File: config.mk
export PLATFORM = sky130hd
export DESIGN_NAME = if_stage
export DESIGN_NICKNAME = d
export VERILOG_FILES = /design/src/rtl/if_stage.sv
export SDC_FILE = /design/constraint.sdc
export NUM_CORES = 1
export LEC_CHECK = 0
export BUFFER_PORTS_ARGS = -buffer_cell sky130_fd_sc_hd__clkbuf_2
export CAP_MARGIN = 5
export CELL_PAD_IN_SITES_DETAIL_PLACEMENT = 0
export CELL_PAD_IN_SITES_GLOBAL_PLACEMENT = 2
export CORE_MARGIN = 4
export CORE_UTILIZATION = 30
export CTS_CLUSTER_SIZE = 30
export DETAILED_ROUTE_END_ITERATION = 7
export PLACE_DENSITY_LB_ADDON = 0.2
export SYNTH_ARGS = -nofsm -noshare
export SYNTH_HDL_FRONTEND = slang
export SYNTH_SLANG_ARGS = --single-unit
File: constraint.sdc
create_clock -name clk -period 7.3 [get_ports clk]
set_clock_uncertainty 0.15 [all_clocks]
set_input_delay 0.73 -clock clk [delete_from_list [all_inputs] [get_ports clk]]
set_output_delay 0.73 -clock clk [all_outputs]
set_load 0.01 [all_outputs]
File: src/rtl/if_stage.sv
// Instruction fetch stage: PC generation, in-order imem requests, small response
// buffer feeding decode, and redirect with flush of buffered and in-flight fetches.
module if_stage #(
    parameter logic [31:0] RESET_PC  = 32'h0000_0000,
    parameter int unsigned BUF_DEPTH = 2
) (
    input  logic        clk,
    input  logic        reset,
    output logic        imem_req,
    output logic [31:0] imem_addr,
    input  logic        imem_ready,
    input  logic        imem_rvalid,
    input  logic [31:0] imem_rdata,
    output logic [31:0] inst,
    output logic [31:0] inst_pc,
    output logic        inst_valid,
    input  logic        id_ready,
    input  logic        redirect,
    input  logic [31:0] redirect_pc
);

    localparam int unsigned PTR_W = (BUF_DEPTH > 1) ? $clog2(BUF_DEPTH) : 1;
    localparam int unsigned CNT_W = $clog2(BUF_DEPTH + 1);
    localparam int unsigned LVL_W = CNT_W + 1;
    localparam logic [31:0] NOP   = 32'h0000_0013;

    logic [31:0]      fetch_pc_q, fetch_pc_d;
    logic [31:0]      resp_pc_q, resp_pc_d;
    logic [PTR_W-1:0] wr_ptr_q, wr_ptr_d;
    logic [PTR_W-1:0] rd_ptr_q, rd_ptr_d;
    logic [CNT_W-1:0] count_q, count_d;
    logic [CNT_W-1:0] outst_q, outst_d;
    logic [CNT_W-1:0] drop_q, drop_d;
    logic [31:0]      buf_inst_q [BUF_DEPTH];
    logic [31:0]      buf_pc_q   [BUF_DEPTH];

    logic             accept;
    logic             push;
    logic             pop;
    logic [LVL_W-1:0] level;
    logic [31:0]      target_pc;

    // Entries committed after this cycle's pop; outstanding includes words still to be dropped.
    assign level     = LVL_W'(count_q) + LVL_W'(outst_q) - LVL_W'(pop);
    assign imem_req  = ~reset & ~redirect & (level < LVL_W'(BUF_DEPTH));
    assign imem_addr = fetch_pc_q;
    assign accept    = imem_req & imem_ready;
    assign push      = imem_rvalid & ~redirect & (drop_q == '0);
    assign pop       = inst_valid & id_ready;
    assign target_pc = redirect_pc & ~32'h3;

    assign inst_valid = (count_q != '0);
    assign inst       = inst_valid ? buf_inst_q[rd_ptr_q] : NOP;
    assign inst_pc    = inst_valid ? buf_pc_q[rd_ptr_q]   : 32'h0;

    // Next-state logic for PCs, buffer pointers and in-flight bookkeeping.
    always_comb begin
        fetch_pc_d = fetch_pc_q;
        resp_pc_d  = resp_pc_q;
        wr_ptr_d   = wr_ptr_q;
        rd_ptr_d   = rd_ptr_q;
        count_d    = count_q;
        drop_d     = drop_q;
        outst_d    = outst_q + CNT_W'(accept) - CNT_W'(imem_rvalid);

        if (accept) begin
            fetch_pc_d = fetch_pc_q + 32'd4;
        end
        if (imem_rvalid && (drop_q != '0)) begin
            drop_d = drop_q - CNT_W'(1);
        end
        if (push) begin
            resp_pc_d = resp_pc_q + 32'd4;
            wr_ptr_d  = wr_ptr_q + PTR_W'(1);
        end
        if (pop) begin
            rd_ptr_d = rd_ptr_q + PTR_W'(1);
        end
        count_d = count_q + CNT_W'(push) - CNT_W'(pop);

        // Redirect flushes the buffer; everything still in flight belongs to the old stream.
        if (redirect) begin
            fetch_pc_d = target_pc;
            resp_pc_d  = target_pc;
            wr_ptr_d   = '0;
            rd_ptr_d   = '0;
            count_d    = '0;
            drop_d     = outst_d;
        end
    end

    always_ff @(posedge clk or posedge reset) begin
        if (reset) begin
            fetch_pc_q <= RESET_PC;
            resp_pc_q  <= RESET_PC;
            wr_ptr_q   <= '0;
            rd_ptr_q   <= '0;
            count_q    <= '0;
            outst_q    <= '0;
            drop_q     <= '0;
        end else begin
            fetch_pc_q <= fetch_pc_d;
            resp_pc_q  <= resp_pc_d;
            wr_ptr_q   <= wr_ptr_d;
            rd_ptr_q   <= rd_ptr_d;
            count_q    <= count_d;
            outst_q    <= outst_d;
            drop_q     <= drop_d;
        end
    end

    // Buffer storage needs no reset; validity is tracked by count_q.
    always_ff @(posedge clk) begin
        if (push) begin
            buf_inst_q[wr_ptr_q] <= imem_rdata;
            buf_pc_q[wr_ptr_q]   <= resp_pc_q;
        end
    end

endmodule

# Word-level counts from Yosys, hierarchy flattened
# Memories as Yosys holds them, arrays and structs flattened.
# Cells that the tools add are included.
# Widths: inputs -> output; s select.
# op_classes
n_reduce_logical	8
muxes	15
n_bitwise	8
n_lt_le_gt_ge	1
n_addsub	11
# ops
cell	n
$mux 32	6
$add 32x3->32 const B	2
$reduce_bool 2->1	6
$and 1x1->1	6
$mux 1	6
$mux 2	3
$add 2x1->2	2
$sub 2x1->2	2
$add 2x2->3	1
$lt 3x2->1 const B	1
$sub 3x1->3	1
$add 1x1->1 const B	2
$logic_not 2->1	1
$not 1->1	2
$sub 2x1->2 const B	1
$logic_and 1x1->1	1
# totals
word_cells	52
regBits	72
memories	2
ram_bits	128
# mem_list
name	depth	word_bits	read_ports	rd_ports_with_merged_regs	write_ports	line_no	rtl
buf_inst_q	2	32	1	0	1	34	logic [31:0] buf_inst_q [BUF_DEPTH];
buf_pc_q	2	32	1	0	1	35	logic [31:0] buf_pc_q [BUF_DEPTH];

# Longest topological paths before layout
# Gate-level depths: netlist (run 1).
# logic_depth
depth_word	9
ltp_mapped	17
depth_no_buf	15

# Worst setup path before layout (run 1)
# OpenSTA, ideal clock, no wires.
# synth_path
path_type	input to register
start	input redirect
end	memory buf_inst_q[0][0] (enable)
n_path_buf	2
arrival_time_ns	3.949
setup_slack_ns	2.719
required_ns	6.668
stages	5
cell_sequence	buf_6 -> inv_1 -> clkbuf_1 -> nand2_1 -> nor2_1
# synth_between
elab_chain_cells	5
# synth_rtl
item	line_no	rtl
start, declared	18	input logic redirect,
$not 1->1	48	assign push = imem_rvalid & ~redirect & (drop_q == '0);
$and 1x1->1 (2 in a row)	48	
$mux 1	114	if (push) begin
$mux 1 (implied by the code)	115	buf_inst_q[wr_ptr_q] <= imem_rdata;
end, declared	34	
# Every way passes these cells.

# Final worst setup path (run 1)
# layout_path
start	register count_q[0]
end	register drop_q[1]
# layout_between
elab_chain_cells	9
elab_cells_between_ends	10
classes_between	add/sub: 4; order compare: 1; mux: 1; bitwise: 3; reduce/logical: 1
# layout_rtl
item	line_no	rtl
start, declared	31	logic [CNT_W-1:0] count_q, count_d;
start signal, assigned	106	count_q <= count_d;
branches (longest 2 deep; another with $add 2x2->3)	n/a	
$sub 3x1->3 (*)	44	assign level = LVL_W'(count_q) + LVL_W'(outst_q) - LVL_W'(pop);
$lt 3x2->1 (*)	45	assign imem_req = ~reset & ~redirect & (level < LVL_W'(BUF_DEPTH));
$and 1x1->1 (*)	45	
$and 1x1->1 (*)	47	assign accept = imem_req & imem_ready;
$add 2x1->2 (*)	64	outst_d = outst_q + CNT_W'(accept) - CNT_W'(imem_rvalid);
$sub 2x1->2 (*)	64	
named net outst_d[1]	32	logic [CNT_W-1:0] outst_q, outst_d;
$mux 2 (*)	82	if (redirect) begin
end signal, assigned	108	drop_q <= drop_d;
end, declared	33	logic [CNT_W-1:0] drop_q, drop_d;
# Mark *: on every way through the listed nets, which the timed path passes.
# A chain may end at the register's enable or synchronous reset.

==> flow_summary.ini, run 1 <==
[cells_and_area]
final_util = 0.368
syn2layout_area_growth_pct = 20.2
fin_cells = 1250
drive_gt1_frac = 0.250
layout_common_cells = clkbuf_2, edfxtp_1, nor2_1
diodes = 0
layout_commonest_cell = clkbuf_2
nets = 938

[setup_path]
critPathLaunch = count_q[0]
crit_end = drop_q[1]
cp.required_ns = 7.49
r2r-end = drop_q[1]
endpoint_kind = flop
crit_cells = 17
reg2reg_slack_ns = 3.10
max_stage_delay_ns = 0.50
cp_top_family = buffers and inverters
rr_startpoint = count_q[0]
path_cells = nor2_4 -> buf_4 -> inv_1 -> nand2_1 -> nor2_1 -> fa_1 -> xnor2_1 -> nor4_2 -> buf_4 -> inv_1 -> ha_1 -> inv_1 -> ha_1 -> xnor2_1 -> xnor2_1 -> nand2_1 -> o21ai_0
worst-path-buf-inv = 5
cp-start-kind = flop
cp.arrival_ns = 4.39
critPathMaxFanout = 60
rr_worst_depth = 17
crit_slowest_cell = buf_4
crit_type = flop to flop

[power_and_ir_drop]
clkPwrFrac = 0.283
p_seq_frac = 0.476
internal-power_w = 0.00204
p_comb_frac = 0.242
switchingPower_w = 0.000993
p_per_area_nw_per_um2 = 294
vdd.ir_drop.worst_mv = 0.139
totalPowerFinal_w = 0.00303
switching_share = 0.328
total_leakage_power_nw = 3.91

[logic_synthesis]
syn_area_um2 = 8570
syn-mean-instance-area_um2 = 12.1
seq_area_frac_synth = 0.633
synth-main-ff-cell = edfxtp_1
ys_types = 47
yosysWarnings = 0
ys_ff_latch = 192
synth_edf_count = 124
async_reset_ff_frac = 0.354
netlist_instances = 706

[clock_tree]
clockRootBuffer = clkbuf_16
clk_latency_ns = 0.42
cts_hold_buf = 0
cts_max_level = 4
cts_resized = 0
clockBufferDepth = 2
cts_sinks = 192
post-cts-setup-buffers = 0
clkTransAtPathRegs_ns = 0.08
cts_made_buffers = 17
cts_tree = yes

[route]
drtAntennaViolNets = 0
wire_per_inst_um = 17.5
dr.pass1.iters = 7
drt_iter0_drc = 302
drc = 0
routed_wl_um = 21800
vias = 5965
vias_per_cell = 4.77

[global_routing]
antenna_found_initial = 0
grt_use_total = 0.140
grt_overflow = 0
grt_max_degree = 69
grt_pass1_vias = 6184
grt_pass1_wl_um = 34400

[timing]
worst-slew-pin-transition_ns = 1.13
hold_viol = 0
final_max_slew_viol_count = 0
finalCritPeriodShare = 0.576
slew_headroom = 0.250
whs_ns = 0.349
rsz0062_at_grt = false
setup_viol = 0
min_period_ns = 4.20
fmax_ghz = 0.238
fin_tns_setup_ns = 0

[place]
gp_congestion = 0.785
io_buffers = 161
place_hpwl_um = 15100
post-place-cells = 1218

[worst_hold_path]
hold_depth = 1
min-delay-path-class = input pin to flop

[die]
coreArea_um2 = 28000
die-area_um2 = 31400
rows = 61
initial_core_util = 0.306
die_h_um = 177
io_pins = 168
floorplan.die.width_um = 177

[flow_run]
max_cap_violations = 0

[run_status]
status = completed
## how the worst min path moves through the flow
| stage | from | endpoint |
|---|---|---|
| after floorplan | resp_pc_q[31] | buf_pc_q[0][31] |
| after global placement | resp_pc_q[26] | buf_pc_q[0][26] |
| after detailed placement | resp_pc_q[26] | buf_pc_q[0][26] |
| after CTS | imem_rdata[20] | buf_inst_q[1][20] |
| after global routing | imem_rdata[5] | buf_inst_q[0][5] |
| final | imem_rdata[20] | buf_inst_q[1][20] |
## state kept, by name (all words and copies together) (netlist names)
register,cells
buf_inst_q,64
buf_pc_q,60
count_q,2
drop_q,2
imem_addr,30
outst_q,2
rd_ptr_q,1
resp_pc_q,30
wr_ptr_q,1
## cells in the mapped netlist, types with 11 or more instances
master | number | share of area
nand2_1 | 69 | 0.030
xor2_1 | 16 | 0.016
edfxtp_1 | 124 | 0.43
clkbuf_1 | 20 | 0.0088
nor2_1 | 81 | 0.035
nor3_1 | 11 | 0.0064
o21ai_0 | 42 | 0.025
dfrtp_1 | 68 | 0.20
xnor2_1 | 24 | 0.025
and3_1 | 12 | 0.0088
o211ai_1 | 13 | 0.011
inv_1 | 17 | 0.0074
nand3_1 | 26 | 0.015
mux2i_1 | 64 | 0.075
nand4_1 | 20 | 0.015
## through the flow
stage | instance area, µm² | setup slack [ns]
global placement | 9770 | 3.03
finish | 10300 | 3.10
CTS | 10300 | 2.92
detailed placement | 9770 | 2.93
floorplan | 8590 | 2.72
global route | 10300 | 2.68
## power groups by stage
| stage | clock, W | sequential [W] | combinational (W) |
|---|---|---|---|
| 6_report | 0.000857 | 0.00144 | 0.000732 |
| 5_1_grt | 0.000933 | 0.00146 | 0.000825 |
| 4_1_cts | 0.000889 | 0.00144 | 0.000756 |
| 3_5_place_dp | 0 | 0.00147 | 0.000754 |
| 3_3_place_gp | 0 | 0.00146 | 0.000740 |
| 2_1_floorplan | 0 | 0.00139 | 0.000504 |
## logic make-up (layout without fill, tap and decap cells)
kind of cell / Yosys count / after routing / share of synthesized area
AO/OA/AOI/OAI: 91 / 91 / 0.0651
XOR/XNOR: 40 / 40 / 0.0409
adder cells (fa/ha/maj): 9 / 9 / 0.0140
buffers and inverters: 56 / 219 / 0.0292
flip-flops: 192 / 192 / 0.633
multiplexers: 66 / 66 / 0.0773
other: 1 / 4 / 0.000437
AND/OR/NAND/NOR: 251 / 251 / 0.140
## final cells by class
class | instances | area, µm²
clock buffer | 18 | 429
sequential | 192 | 5430
inverter | 17 | 63.8
timing repair buffer | 170 | 873
multi-input combinational | 461 | 2930
clock inverter | 14 | 108
tap | 378 | 473
fill | 2790 | 17700
## metal layers
layer / global-route usage / vias to the layer above / wire [µm] / share of wire
li1: - / 2870 / - / -
met1: 0.194 / 2878 / 10500 / 0.48
met2: 0.220 / 206 / 9840 / 0.45
met3: 0.0342 / 11 / 1320 / 0.060
met4: 0.0351 / 0 / 182 / 0.0083
met5: 0 / - / 0 / 0
Power figures use the tool's default switching activity.
==> run 2, diff against run 1 <==
Clock period 7.3 ns to 3.7 ns, I/O delays scaled along.
==> run 2 against run 1 <==
Sequential power increased by 94%. Setup slack got worse by 2.6 ns. Sequential share of layout area down 2.2 points. Die area unchanged. Register-to-register slack lost 2.6 ns. Critical path depth shrank 2. Worst hold slack got worse by 0.33 ns. Clock power up 120%. Critical endpoint unchanged. Largest cell class unchanged. Largest power group unchanged.
==> flow_summary.ini, run 2 (synthesized netlist as in run 1, its figures left out) <==
[cells_and_area]
layout_commonest_cell = clkbuf_2
diodes = 0
layout_common_cells = clkbuf_2, edfxtp_1, nor2_1
fill_cells = 2763
nets = 974
multiInputGateArea_um2 = 2930
largest_reg_flops = 64
syn2layout_area_growth_pct = 25.6
largest_registers = buf_inst_q: 64 flops, buf_pc_q: 60 flops
regArea_um2 = 5430
drive_gt1_frac = 0.243
top_register = buf_inst_q

[timing]
worst-slew-pin-transition_ns = 0.988
slew_headroom = 0.341
min_period_ns = 3.19
rsz0062_at_grt = false
fmax_ghz = 0.313
finalCritPeriodShare = 0.863
whs_ns = 0.0237
fin_tns_setup_ns = 0
hold_viol = 0
final_max_slew_viol_count = 0
setup_viol = 0

[worst_hold_path]
min-delay-path-class = input pin to async pin

[global_routing]
grt_max_degree = 63
grt_use_total = 0.142
antenna_found_initial = 0
grt_pass1_wl_um = 34900
grt_pass1_vias = 6344
grt_overflow = 0

[setup_path]
r2r-end = drop_q[1]
cp-start-kind = flop
path_cells = nor2_4 -> inv_1 -> nand2_1 -> nor2_1 -> fa_1 -> xnor2_1 -> nor4_2 -> inv_1 -> ha_1 -> inv_1 -> ha_1 -> xnor2_1 -> xnor2_1 -> nand2_1 -> o21ai_0
crit_type = flop to flop
endpoint_kind = flop
rr_worst_depth = 15
crit_slowest_cell = dfrtp_1
cp.required_ns = 3.89
cp.arrival_ns = 3.38
reg2reg_slack_ns = 0.51
max_stage_delay_ns = 0.42
critPathMaxFanout = 5
rr_startpoint = count_q[0]
critPathLaunch = count_q[0]

[route]
dr.pass1.iters = 4
vias_per_cell = 4.72
vias = 6070
drc = 0
drtAntennaViolNets = 0
wire_per_inst_um = 17.2
drt_iter0_drc = 283
routed_wl_um = 22100

[die]
initial_core_util = 0.306
floorplan.die.width_um = 177
die_h_um = 177
io_pins = 168
rows = 61
die-area_um2 = 31400
coreArea_um2 = 28000

[clock_tree]
post-cts-setup-buffers = 0
cts_made_buffers = 17
cts_tree = yes
cts_max_level = 4
cts_sinks = 192
clkTransAtPathRegs_ns = 0.08
cts_hold_buf = 32
clockBufferDepth = 2
cts_resized = 0
clockRootBuffer = clkbuf_16
clk_latency_ns = 0.43

[place]
gp_congestion = 0.779
place_hpwl_um = 15500
io_buffers = 161

[run_status]
status = completed

[power_and_ir_drop]
p_per_area_nw_per_um2 = 579
total_leakage_power_nw = 4.12
totalPowerFinal_w = 0.00623
vdd.ir_drop.worst_mv = 0.289

[flow_run]
max_cap_violations = 0
[run 2: cell types whose count changed in the layout (fill, tap and decap cells not counted), moves of 3 or more]
cell | before | now
inv_6 | 5 | 2
clkinvlp_4 | 4 | 1
buf_12 | 0 | 3
dlygate4sd3_1 | 0 | 32
clkinv_4 | 1 | 4
bufinv_16 | 0 | 3
[run 2: report_power, final]
part / total [W] / internal (W) / switching, W
Sequential: 0.00280 / 0.00254 / 0.000254
Clock: 0.00188 / 0.00109 / 0.000796
Combinational: 0.00155 / 0.000638 / 0.000908
Total: 0.00623 / 0.00427 / 0.00196
[run 2: how the worst max path moves through the flow]
stage                      to  cells after the start
floorplan           drop_q[1]                     17
global placement    drop_q[1]                     15
detailed placement  drop_q[1]                     15
CTS                 drop_q[1]                     15
global route        drop_q[1]                     15
finish              drop_q[1]                     15
[run 2: per-layer routing]
| layer | track usage | share of wire | up-vias |
|---|---|---|---|
| li1 | - | - | 2931 |
| met1 | 0.196 | 0.47 | 2918 |
| met2 | 0.227 | 0.46 | 189 |
| met3 | 0.0329 | 0.053 | 32 |
| met4 | 0.0390 | 0.015 | 0 |
| met5 | 0 | 0 | - |
[run 2: stage by stage]
step | cell area (µm²) | util | setup WS [ns] | instances
3_3_place_gp | 9840 | 0.351 | 0.527 | 1222
6_report | 10800 | 0.384 | 0.508 | 1286
4_1_cts | 10800 | 0.384 | 0.422 | 1286
5_1_grt | 10800 | 0.384 | 0.145 | 1286
3_5_place_dp | 9840 | 0.351 | 0.447 | 1222
2_1_floorplan | 8590 | - | 0.212 | 709
[run 2: critical path: cells and delay by family (launching register included)]
family / cells / cell delay [ns]
xor+xnor: 3 / 0.51
simple gates: 5 / 0.75
fa+ha+maj: 3 / 0.87
compound gates: 1 / 0.10
buf+inv: 3 / 0.32
flops: 1 / 0.42
[run 2: layout make-up]
| class | instances | area share |
|---|---|---|
| multi-input combinational | 461 | 0.272 |
| clock inverter | 12 | 0.0148 |
| sequential | 192 | 0.504 |
| inverter | 17 | 0.00593 |
| clock buffer | 20 | 0.0415 |
| timing repair buffer | 206 | 0.117 |
| tap | 378 | 0.0439 |
